--- config.mk ---
export PLATFORM = sky130hd
export DESIGN_NAME = hba_reg_bank_n_flat
export DESIGN_NICKNAME = d
export VERILOG_FILES = /design/src/rtl/hba_reg_bank_n_if.sv /design/src/rtl/hba_reg_bank_n.sv /design/src/flat_wrapper.sv
export SDC_FILE = /design/constraint.sdc
export NUM_CORES = 1
export LEC_CHECK = 0
export ABC_AREA = 0
export BUFFER_PORTS_ARGS = -buffer_cell sky130_fd_sc_hd__buf_2
export CAP_MARGIN = 0
export CELL_PAD_IN_SITES_DETAIL_PLACEMENT = 1
export CELL_PAD_IN_SITES_GLOBAL_PLACEMENT = 1
export CORE_UTILIZATION = 40
export DETAILED_ROUTE_END_ITERATION = 10
export HOLD_SLACK_MARGIN = 0.02
export PLACE_DENSITY_LB_ADDON = 0.1
export SLEW_MARGIN = 40
export SYNTH_ARGS = -nofsm -noshare
export SYNTH_HDL_FRONTEND = slang
export SYNTH_SLANG_ARGS = --single-unit
--- constraint.sdc ---
create_clock -name hba_clk -period 2.8 [get_ports hba_clk]
set_input_delay 0.14 -clock hba_clk [delete_from_list [all_inputs] [get_ports hba_clk]]
set_output_delay 0.14 -clock hba_clk [all_outputs]
set_load 0.02 [all_outputs]
--- src/rtl/hba_reg_bank_n_if.sv ---
// HBA bus bundle: master drives rnw/select/abus/dbus, slave returns
// dbus_slave and xferack_slave.
interface hba_reg_bank_n_if #(
  parameter int ADDR_WIDTH = 12,
  parameter int DBUS_WIDTH = 8
);
  logic                  hba_rnw;
  logic                  hba_select;
  logic [ADDR_WIDTH-1:0] hba_abus;
  logic [DBUS_WIDTH-1:0] hba_dbus;
  logic [DBUS_WIDTH-1:0] hba_dbus_slave;
  logic                  hba_xferack_slave;

  modport master (
    output hba_rnw,
    output hba_select,
    output hba_abus,
    output hba_dbus,
    input  hba_dbus_slave,
    input  hba_xferack_slave
  );

  modport slave (
    input  hba_rnw,
    input  hba_select,
    input  hba_abus,
    input  hba_dbus,
    output hba_dbus_slave,
    output hba_xferack_slave
  );
endinterface

--- src/rtl/hba_reg_bank_n.sv ---
// HBA slave register bank: NUM_REGS registers with RO / clear-on-read
// attributes, per-register bus strobes and a parent-side write path.
// Ports: hba_clk, hba_reset (async, active high), bus (HBA slave
// modport), slv_regs (contents), slv_regs_in/slv_wr_en (parent writes),
// slv_wr_strobe/slv_rd_strobe (one-cycle pulses in the ack cycle).
module hba_reg_bank_n #(
  parameter int DBUS_WIDTH        = 8,
  parameter int PERIPH_ADDR_WIDTH = 4,
  parameter int REG_ADDR_WIDTH    = 8,
  parameter int ADDR_WIDTH        = PERIPH_ADDR_WIDTH + REG_ADDR_WIDTH,
  parameter int PERIPH_ADDR       = 0,
  parameter int NUM_REGS          = 4,
  parameter logic [NUM_REGS-1:0] RO_MASK  = '0,
  parameter logic [NUM_REGS-1:0] COR_MASK = '0,
  parameter logic [NUM_REGS*DBUS_WIDTH-1:0] RESET_VALUES = '0
) (
  input  logic                           hba_clk,
  input  logic                           hba_reset,
  hba_reg_bank_n_if.slave                bus,
  output logic [NUM_REGS*DBUS_WIDTH-1:0] slv_regs,
  input  logic [NUM_REGS*DBUS_WIDTH-1:0] slv_regs_in,
  input  logic [NUM_REGS-1:0]            slv_wr_en,
  output logic [NUM_REGS-1:0]            slv_wr_strobe,
  output logic [NUM_REGS-1:0]            slv_rd_strobe
);

  typedef enum logic [1:0] {
    IDLE   = 2'd0,
    ACCESS = 2'd1,
    WAIT   = 2'd2
  } state_e;

  state_e                  state_q;
  logic                    addr_hit_q;
  logic                    ack_q;
  logic [DBUS_WIDTH-1:0]   dbus_q;
  logic [NUM_REGS-1:0]     wr_stb_q;
  logic [NUM_REGS-1:0]     rd_stb_q;

  logic [DBUS_WIDTH-1:0]   regs_q [NUM_REGS];
  logic [DBUS_WIDTH-1:0]   regs_d [NUM_REGS];

  logic                      hit;
  logic                      access;
  logic [REG_ADDR_WIDTH-1:0] off;
  logic [NUM_REGS-1:0]       rd_sel;
  logic [NUM_REGS-1:0]       wr_sel;
  logic [DBUS_WIDTH-1:0]     rd_data;

  assign hit = bus.hba_abus[ADDR_WIDTH-1 -: PERIPH_ADDR_WIDTH]
               == PERIPH_ADDR_WIDTH'(PERIPH_ADDR);
  assign off    = bus.hba_abus[REG_ADDR_WIDTH-1:0];
  assign access = (state_q == ACCESS);

  // Offsets past NUM_REGS match no register: read 0, write dropped.
  always_comb begin
    rd_sel  = '0;
    wr_sel  = '0;
    rd_data = '0;
    for (int i = 0; i < NUM_REGS; i++) begin
      if (32'(off) == 32'(i)) begin
        rd_data   = regs_q[i];
        rd_sel[i] = access & bus.hba_rnw;
        wr_sel[i] = access & ~bus.hba_rnw & ~RO_MASK[i];
      end
    end
  end

  // Bus write beats parent write beats clear-on-read.
  always_comb begin
    for (int i = 0; i < NUM_REGS; i++) begin
      regs_d[i] = regs_q[i];
      if (wr_sel[i]) begin
        regs_d[i] = bus.hba_dbus;
      end else if (slv_wr_en[i]) begin
        regs_d[i] = slv_regs_in[i*DBUS_WIDTH +: DBUS_WIDTH];
      end else if (rd_sel[i] & COR_MASK[i]) begin
        regs_d[i] = '0;
      end
    end
  end

  always_ff @(posedge hba_clk or posedge hba_reset) begin
    if (hba_reset) begin
      for (int i = 0; i < NUM_REGS; i++) begin
        regs_q[i] <= RESET_VALUES[i*DBUS_WIDTH +: DBUS_WIDTH];
      end
    end else begin
      for (int i = 0; i < NUM_REGS; i++) begin
        regs_q[i] <= regs_d[i];
      end
    end
  end

  always_ff @(posedge hba_clk or posedge hba_reset) begin
    if (hba_reset) begin
      state_q    <= IDLE;
      addr_hit_q <= 1'b0;
      ack_q      <= 1'b0;
      dbus_q     <= '0;
      wr_stb_q   <= '0;
      rd_stb_q   <= '0;
    end else begin
      // Dropping the hit on ack keeps one select from acking twice.
      addr_hit_q <= (~bus.hba_select | ack_q) ? 1'b0 : hit;
      wr_stb_q   <= '0;
      rd_stb_q   <= '0;
      unique case (state_q)
        IDLE: begin
          ack_q  <= 1'b0;
          dbus_q <= '0;
          if (addr_hit_q) begin
            state_q <= ACCESS;
          end
        end
        ACCESS: begin
          ack_q    <= 1'b1;
          dbus_q   <= bus.hba_rnw ? rd_data : '0;
          rd_stb_q <= rd_sel;
          wr_stb_q <= wr_sel;
          state_q  <= WAIT;
        end
        WAIT: begin
          ack_q   <= 1'b0;
          dbus_q  <= '0;
          state_q <= IDLE;
        end
        default: begin
          ack_q   <= 1'b0;
          dbus_q  <= '0;
          state_q <= IDLE;
        end
      endcase
    end
  end

  assign bus.hba_xferack_slave = ack_q;
  assign bus.hba_dbus_slave    = dbus_q;
  assign slv_wr_strobe         = wr_stb_q;
  assign slv_rd_strobe         = rd_stb_q;

  for (genvar g = 0; g < NUM_REGS; g++) begin : g_pack
    assign slv_regs[g*DBUS_WIDTH +: DBUS_WIDTH] = regs_q[g];
  end

endmodule

--- src/flat_wrapper.sv ---
// flat-port wrapper written by rule: the top's interface ports become plain ports
module hba_reg_bank_n_flat 
#(
  parameter int DBUS_WIDTH        = 8,
  parameter int PERIPH_ADDR_WIDTH = 4,
  parameter int REG_ADDR_WIDTH    = 8,
  parameter int ADDR_WIDTH        = PERIPH_ADDR_WIDTH + REG_ADDR_WIDTH,
  parameter int PERIPH_ADDR       = 0,
  parameter int NUM_REGS          = 4,
  parameter logic [NUM_REGS-1:0] RO_MASK  = '0,
  parameter logic [NUM_REGS-1:0] COR_MASK = '0,
  parameter logic [NUM_REGS*DBUS_WIDTH-1:0] RESET_VALUES = '0
)
  (hba_clk, hba_reset, slv_regs, slv_regs_in, slv_wr_en, slv_wr_strobe, slv_rd_strobe, bus_hba_rnw, bus_hba_select, bus_hba_abus, bus_hba_dbus, bus_hba_dbus_slave, bus_hba_xferack_slave);
  hba_reg_bank_n_if #(.ADDR_WIDTH(ADDR_WIDTH), .DBUS_WIDTH(DBUS_WIDTH)) bus_i ();
  input  logic hba_clk;
  input  logic hba_reset;
  output logic [NUM_REGS*DBUS_WIDTH-1:0] slv_regs;
  input  logic [NUM_REGS*DBUS_WIDTH-1:0] slv_regs_in;
  input  logic [NUM_REGS-1:0] slv_wr_en;
  output logic [NUM_REGS-1:0] slv_wr_strobe;
  output logic [NUM_REGS-1:0] slv_rd_strobe;
  input wire logic [$bits(bus_i.hba_rnw)-1:0] bus_hba_rnw;
  input wire logic [$bits(bus_i.hba_select)-1:0] bus_hba_select;
  input wire logic [$bits(bus_i.hba_abus)-1:0] bus_hba_abus;
  input wire logic [$bits(bus_i.hba_dbus)-1:0] bus_hba_dbus;
  output wire logic [$bits(bus_i.hba_dbus_slave)-1:0] bus_hba_dbus_slave;
  output wire logic [$bits(bus_i.hba_xferack_slave)-1:0] bus_hba_xferack_slave;
  assign bus_i.hba_rnw = bus_hba_rnw;
  assign bus_i.hba_select = bus_hba_select;
  assign bus_i.hba_abus = bus_hba_abus;
  assign bus_i.hba_dbus = bus_hba_dbus;
  assign bus_hba_dbus_slave = bus_i.hba_dbus_slave;
  assign bus_hba_xferack_slave = bus_i.hba_xferack_slave;
  hba_reg_bank_n #(.DBUS_WIDTH(DBUS_WIDTH), .PERIPH_ADDR_WIDTH(PERIPH_ADDR_WIDTH), .REG_ADDR_WIDTH(REG_ADDR_WIDTH), .ADDR_WIDTH(ADDR_WIDTH), .PERIPH_ADDR(PERIPH_ADDR), .NUM_REGS(NUM_REGS), .RO_MASK(RO_MASK), .COR_MASK(COR_MASK), .RESET_VALUES(RESET_VALUES)) u_core (.hba_clk(hba_clk), .hba_reset(hba_reset), .bus(bus_i), .slv_regs(slv_regs), .slv_regs_in(slv_regs_in), .slv_wr_en(slv_wr_en), .slv_wr_strobe(slv_wr_strobe), .slv_rd_strobe(slv_rd_strobe));
endmodule
* Yosys cells after proc, flatten, opt, wreduce, memory -nomap -nowiden *
Cells that the tools add are included.

word-level totals
  bits of input ports = 60
  bits in registers = 52
  word-level logic and storage cells = 55
  output and inout port bits = 49

cells by class
  mux-type cells = 28
  bitwise gates (word level) = 5
  reductions and logical operators = 7
  equal/unequal tests = 5

operators by type and width
  operator                                        number
  two-way mux 8 bit                               14
  == test 8 x 2 -> 1 bit (second input constant)  2
  two-way mux 1 bit                               10
  == test 8 x 1 -> 1 bit (second input constant)  1
  zero test 8 bit                                 1
  two-way mux 4 bit                               2
  nonzero test 2 bit                              4
  zero test 4 bit                                 1
  case mux 2 bit (2 select lines)                 1
  AND 1 bit                                       2
  == test 2 x 1 -> 1 bit (second input constant)  1
  zero test 2 bit                                 1
  two-way mux 2 bit                               1
  != test 2 x 1 -> 1 bit (second input constant)  1
  NOT 1 bit                                       2
  bitwise OR 1 bit                                1

* Longest topological paths before layout *
  depth after elaboration = 7
  gate-level depth with buffers = 4
  gate-level depth less buffers = 3

* Worst setup path before layout *
No wires, ideal clock.

  path kind = reg-to-reg
  from = reg u_core.state_q[1]
  to = reg u_core.regs_q (netlist bit u_core.slv_regs[0])
  path buffers = 0
  setup slack = 1181 ps
  required time = 2675 ps
  clock period less this slack = 1619 ps
  cell stages (with the launch flop) = 4
  data arrival time = 1494 ps
  setup time = 125 ps
  cell sequence = dfrtp_1 nor4b_1 nand4_2 mux2_2

between the ends
  cells in the longest elaborated chain, start to end = 4
  elaborated cells between the ends (all ways) = 5
  those cells by class = eq/ne: 1; mux: 2; bitwise: 1; reduce/logical: 1

RTL lines
  item                                                     RTL line               RTL
  start, declared                                          hba_reg_bank_n.sv:33   state_e state_q;
  start signal, assigned                                   hba_reg_bank_n.sv:97   state_q <= IDLE;
  start signal, assigned                                   hba_reg_bank_n.sv:113  state_q <= ACCESS;
  start signal, assigned                                   hba_reg_bank_n.sv:121  state_q <= WAIT;
  == test 2 x 1 -> 1 bit (*)                               hba_reg_bank_n.sv:53   assign access = (state_q == ACCESS);
  AND 1 bit (*)                                            hba_reg_bank_n.sv:64   wr_sel[i] = access & ~bus.hba_rnw & ~RO_MASK[i];
  two-way mux 1 bit (*)                                    hba_reg_bank_n.sv:61   if (32'(off) == 32'(i)) begin
  two-way mux 8 bit or nonzero test 2 bit (tied branches)  n/a
  end signal, assigned by index                            hba_reg_bank_n.sv:86   regs_q[i] <= RESET_VALUES[i*DBUS_WIDTH +: DBUS_WIDTH];
  end signal, assigned by index                            hba_reg_bank_n.sv:90   regs_q[i] <= regs_d[i];
  end, declared                                            hba_reg_bank_n.sv:40   logic [DBUS_WIDTH-1:0] regs_q [NUM_REGS];

Every way passes the cells marked *; elsewhere a longest branch is shown, timed or not.
A chain may end at the register's enable or synchronous reset.

* Final worst setup path *
  from = reg u_core.state_q[1]
  to = reg u_core.regs_q (netlist bit u_core.slv_regs[1])

Same word-level chain as after synthesis.

==> impl_metrics.toml <==
[timing]
hold_viol_final = 0
fin_crit_ns = 1.901
worst_slew_pin_slew_ns = 0.7066
grt_setup_unrepaired = "no"
slew_headroom = 0.5280
maxSlewViolCount = 0
skew_ns = 0.01086
max_freq_mhz = 526.1
fin_crit_sh = 0.6788
setup_viol = 0
finalSetupTns_ns = 0

[clock_network]
clock_sinks = 52
tritoncts.num_buffers = 5
cts_tree = "built"
htreeDepth = 2
clock_path_buffers = 2
insertion_delay_ns = 0.30
clkTransAtPathRegs_ns = 0.09
cts_root_buffer = "clkbuf_8"
cts_resized = 0

[drt]
wl_per_cell_microns = 19.07
ant_nets = 0
drt_iter0_markers = 60
dr.pass1.iters = 4
drc = 0
via_count = 1984
via_per_inst = 5.263
drt_wl_total_microns = 7189

[yosys]
ys_seq_elements = 52
syn_nets = 250
synth_warnings = 0
netlist_instances = 190
synth.distinct_cells = 24
avgSynthCellArea_sq_um = 13.70
netlist_area_sq_um = 2604
ys_seq_area_frac = 0.4998

[cells_and_area]
layout_commonest_cell = "buf_2"
diodes = 0
layout-drive-gt1-share = 0.6433
post-route-util = 0.5268
multi_input_area_sq_um = 1240
syn2layout_area_growth_pct = 27.73
fill_cells = 695
ff_latch_area_sq_um = 1301
nets = 360
mostFrequentLayoutCells = "buf_2, mux2_2, dfrtp_1"

[global_routing]
grt_pass1_wl_microns = 10930
met2_usage = 0.3844
grt_util_all_layers = 0.2255
grt_pass1_vias = 2065
met3_usage = 0.04835
grt_max_degree = 53
grt.busiest_layer = "met2"
grt.met1_usage = 0.2885
antenna_found_initial = 0
overflow = 0

[critical_path]
critPathMaxFanout = 9
cpLargestDelayFamily = "simple AND/OR/NAND/NOR gates"
path_cells = "nor4b_1 > nand4_2 > mux2_2"
cp-end-kind = "flop"
rr_endpoint = "u_core.slv_regs[1]"
reg2reg_slack_ns = 0.90
required_ns = 2.99
slowest_delay_ns = 0.54
crit_buf_inv = 0
critPathKind = "flop to flop"
start_kind = "flop"
reg2regPathDepth = 3
worstPathArrival_ns = 2.09
cp_slowest_cell = "nor4b_1"
reg2reg_from = "u_core.state_q[1]"

[place]
io_buffers = 108
gp_congestion = 0.7561
dp_hpwl_microns = 5145

[status]
run_status = "finished clean"

[worst_hold_path]
hold-path-cell-count = 2
min-delay-start = "bus_hba_dbus[2]"
hold_end = "u_core.slv_regs[2]"
min_path_type = "input pin to flop"

[floorplanning]
die_h_microns = 82.68
die_w_microns = 82.68
core_area_sq_um = 6314
ioPinCount = 109
initial_core_util = 0.4124
num_rows = 29
fp.dieArea_sq_um = 6836

[power]
vdd_drop_max_mv = 0.2297
cellLeakagePower_nw = 1.661
p_per_area_nw_per_um2 = 472.5

[run]
drv_cap = 0
report_power, final:
group	switching, W	internal (W)
clock network	0.000232	0.000171
logic	0.000174	0.000160
registers	0.0000371	0.000798
total	0.000443	0.00113
sequential cells by signal (all words and copies together) (netlist names):
signal,flops
u_core.bus.hba_xferack_slave,1
u_core.slv_wr_strobe,4
u_core.bus.hba_dbus_slave,8
u_core.addr_hit_q,1
u_core.slv_rd_strobe,4
u_core.state_q,2
u_core.slv_regs,32
Yosys cell counts:
master	number	area, sq um
clkbuf_1	3	11.26
or4b_2	1	10.01
a32o_1	8	80.08
buf_1	5	18.77
nand3_1	2	10.01
nand4b_1	9	78.83
nor2b_1	3	18.77
nand3b_1	1	7.510
dfrtp_1	52	1301
nand4_2	4	50.05
a2111oi_4	1	27.53
and4bb_2	1	12.51
or4_4	1	11.26
nor4_4	2	42.54
or2_2	2	12.51
a2bb2oi_1	8	70.07
buf_2	2	10.01
nor3b_1	1	7.510
nor4b_1	1	8.760
nor3_1	2	10.01
inv_1	6	22.52
mux2_2	64	720.7
nor2_1	3	11.26
nand2b_1	8	50.05
logic make-up (layout without fill, tap and decap cells):
family	Yosys count	after routing	synth area share
buf+inv	16	126	0.02403
simple gates	41	41	0.1312
compound gates	17	17	0.06824
mux	64	64	0.2768
flops	52	52	0.4998
worst reg2reg max path, cell delays in order, from the launching register on:
cell	delay (ns)
dfrtp_1	0.44
nor4b_1	0.54
nand4_2	0.41
mux2_2	0.40
through the flow:
step	instance area, sq um	worst slack (ns)	cells	total power (W)	hold slack [ns]
floorplan	2604	1.181	190	0.001048	0.2096
global placement	3216	0.9431	367	0.001178	0.3038
detailed placement	3218	0.8616	367	0.001187	0.2855
CTS	3326	0.8520	377	0.001593	0.1110
global route	3326	0.7549	377	0.001652	0.1149
finish	3326	0.8992	377	0.001571	0.1124
per-layer routing:
metal / vias to the layer above / part of all wire
met5: - / 0
met4: 0 / 0.0085
met3: 5 / 0.047
met2: 60 / 0.50
met1: 985 / 0.44
li1: 934 / -
final cells by class:
class,count,area share
Timing Repair Buffer,113,0.1761
Clock inverter,1,0.001505
Tap cell,77,0.02897
Sequential cell,52,0.3913
Inverter,6,0.007524
Clock buffer,6,0.02182
Multi-Input combinational cell,122,0.3728
what timing repair did:
action / 4_1_cts / 5_1_grt
hold buffers: 3 / 0
endpoints found under the hold margin: 53 / 0
setup buffers: 0 / 0
worst max path at each step:
stage                       from  depth (start not counted)  slack, ns                  to
3_3_place_gp   u_core.state_q[1]                          3       0.94  u_core.slv_regs[3]
5_1_grt        u_core.state_q[1]                          3       0.75  u_core.slv_regs[5]
6_report       u_core.state_q[1]                          3       0.90  u_core.slv_regs[1]
3_5_place_dp   u_core.state_q[1]                          3       0.86  u_core.slv_regs[7]
4_1_cts        u_core.state_q[1]                          3       0.85  u_core.slv_regs[1]
2_1_floorplan  u_core.state_q[1]                          3       1.18  u_core.slv_regs[0]
No activity file was read; power rests on OpenSTA's default activity.
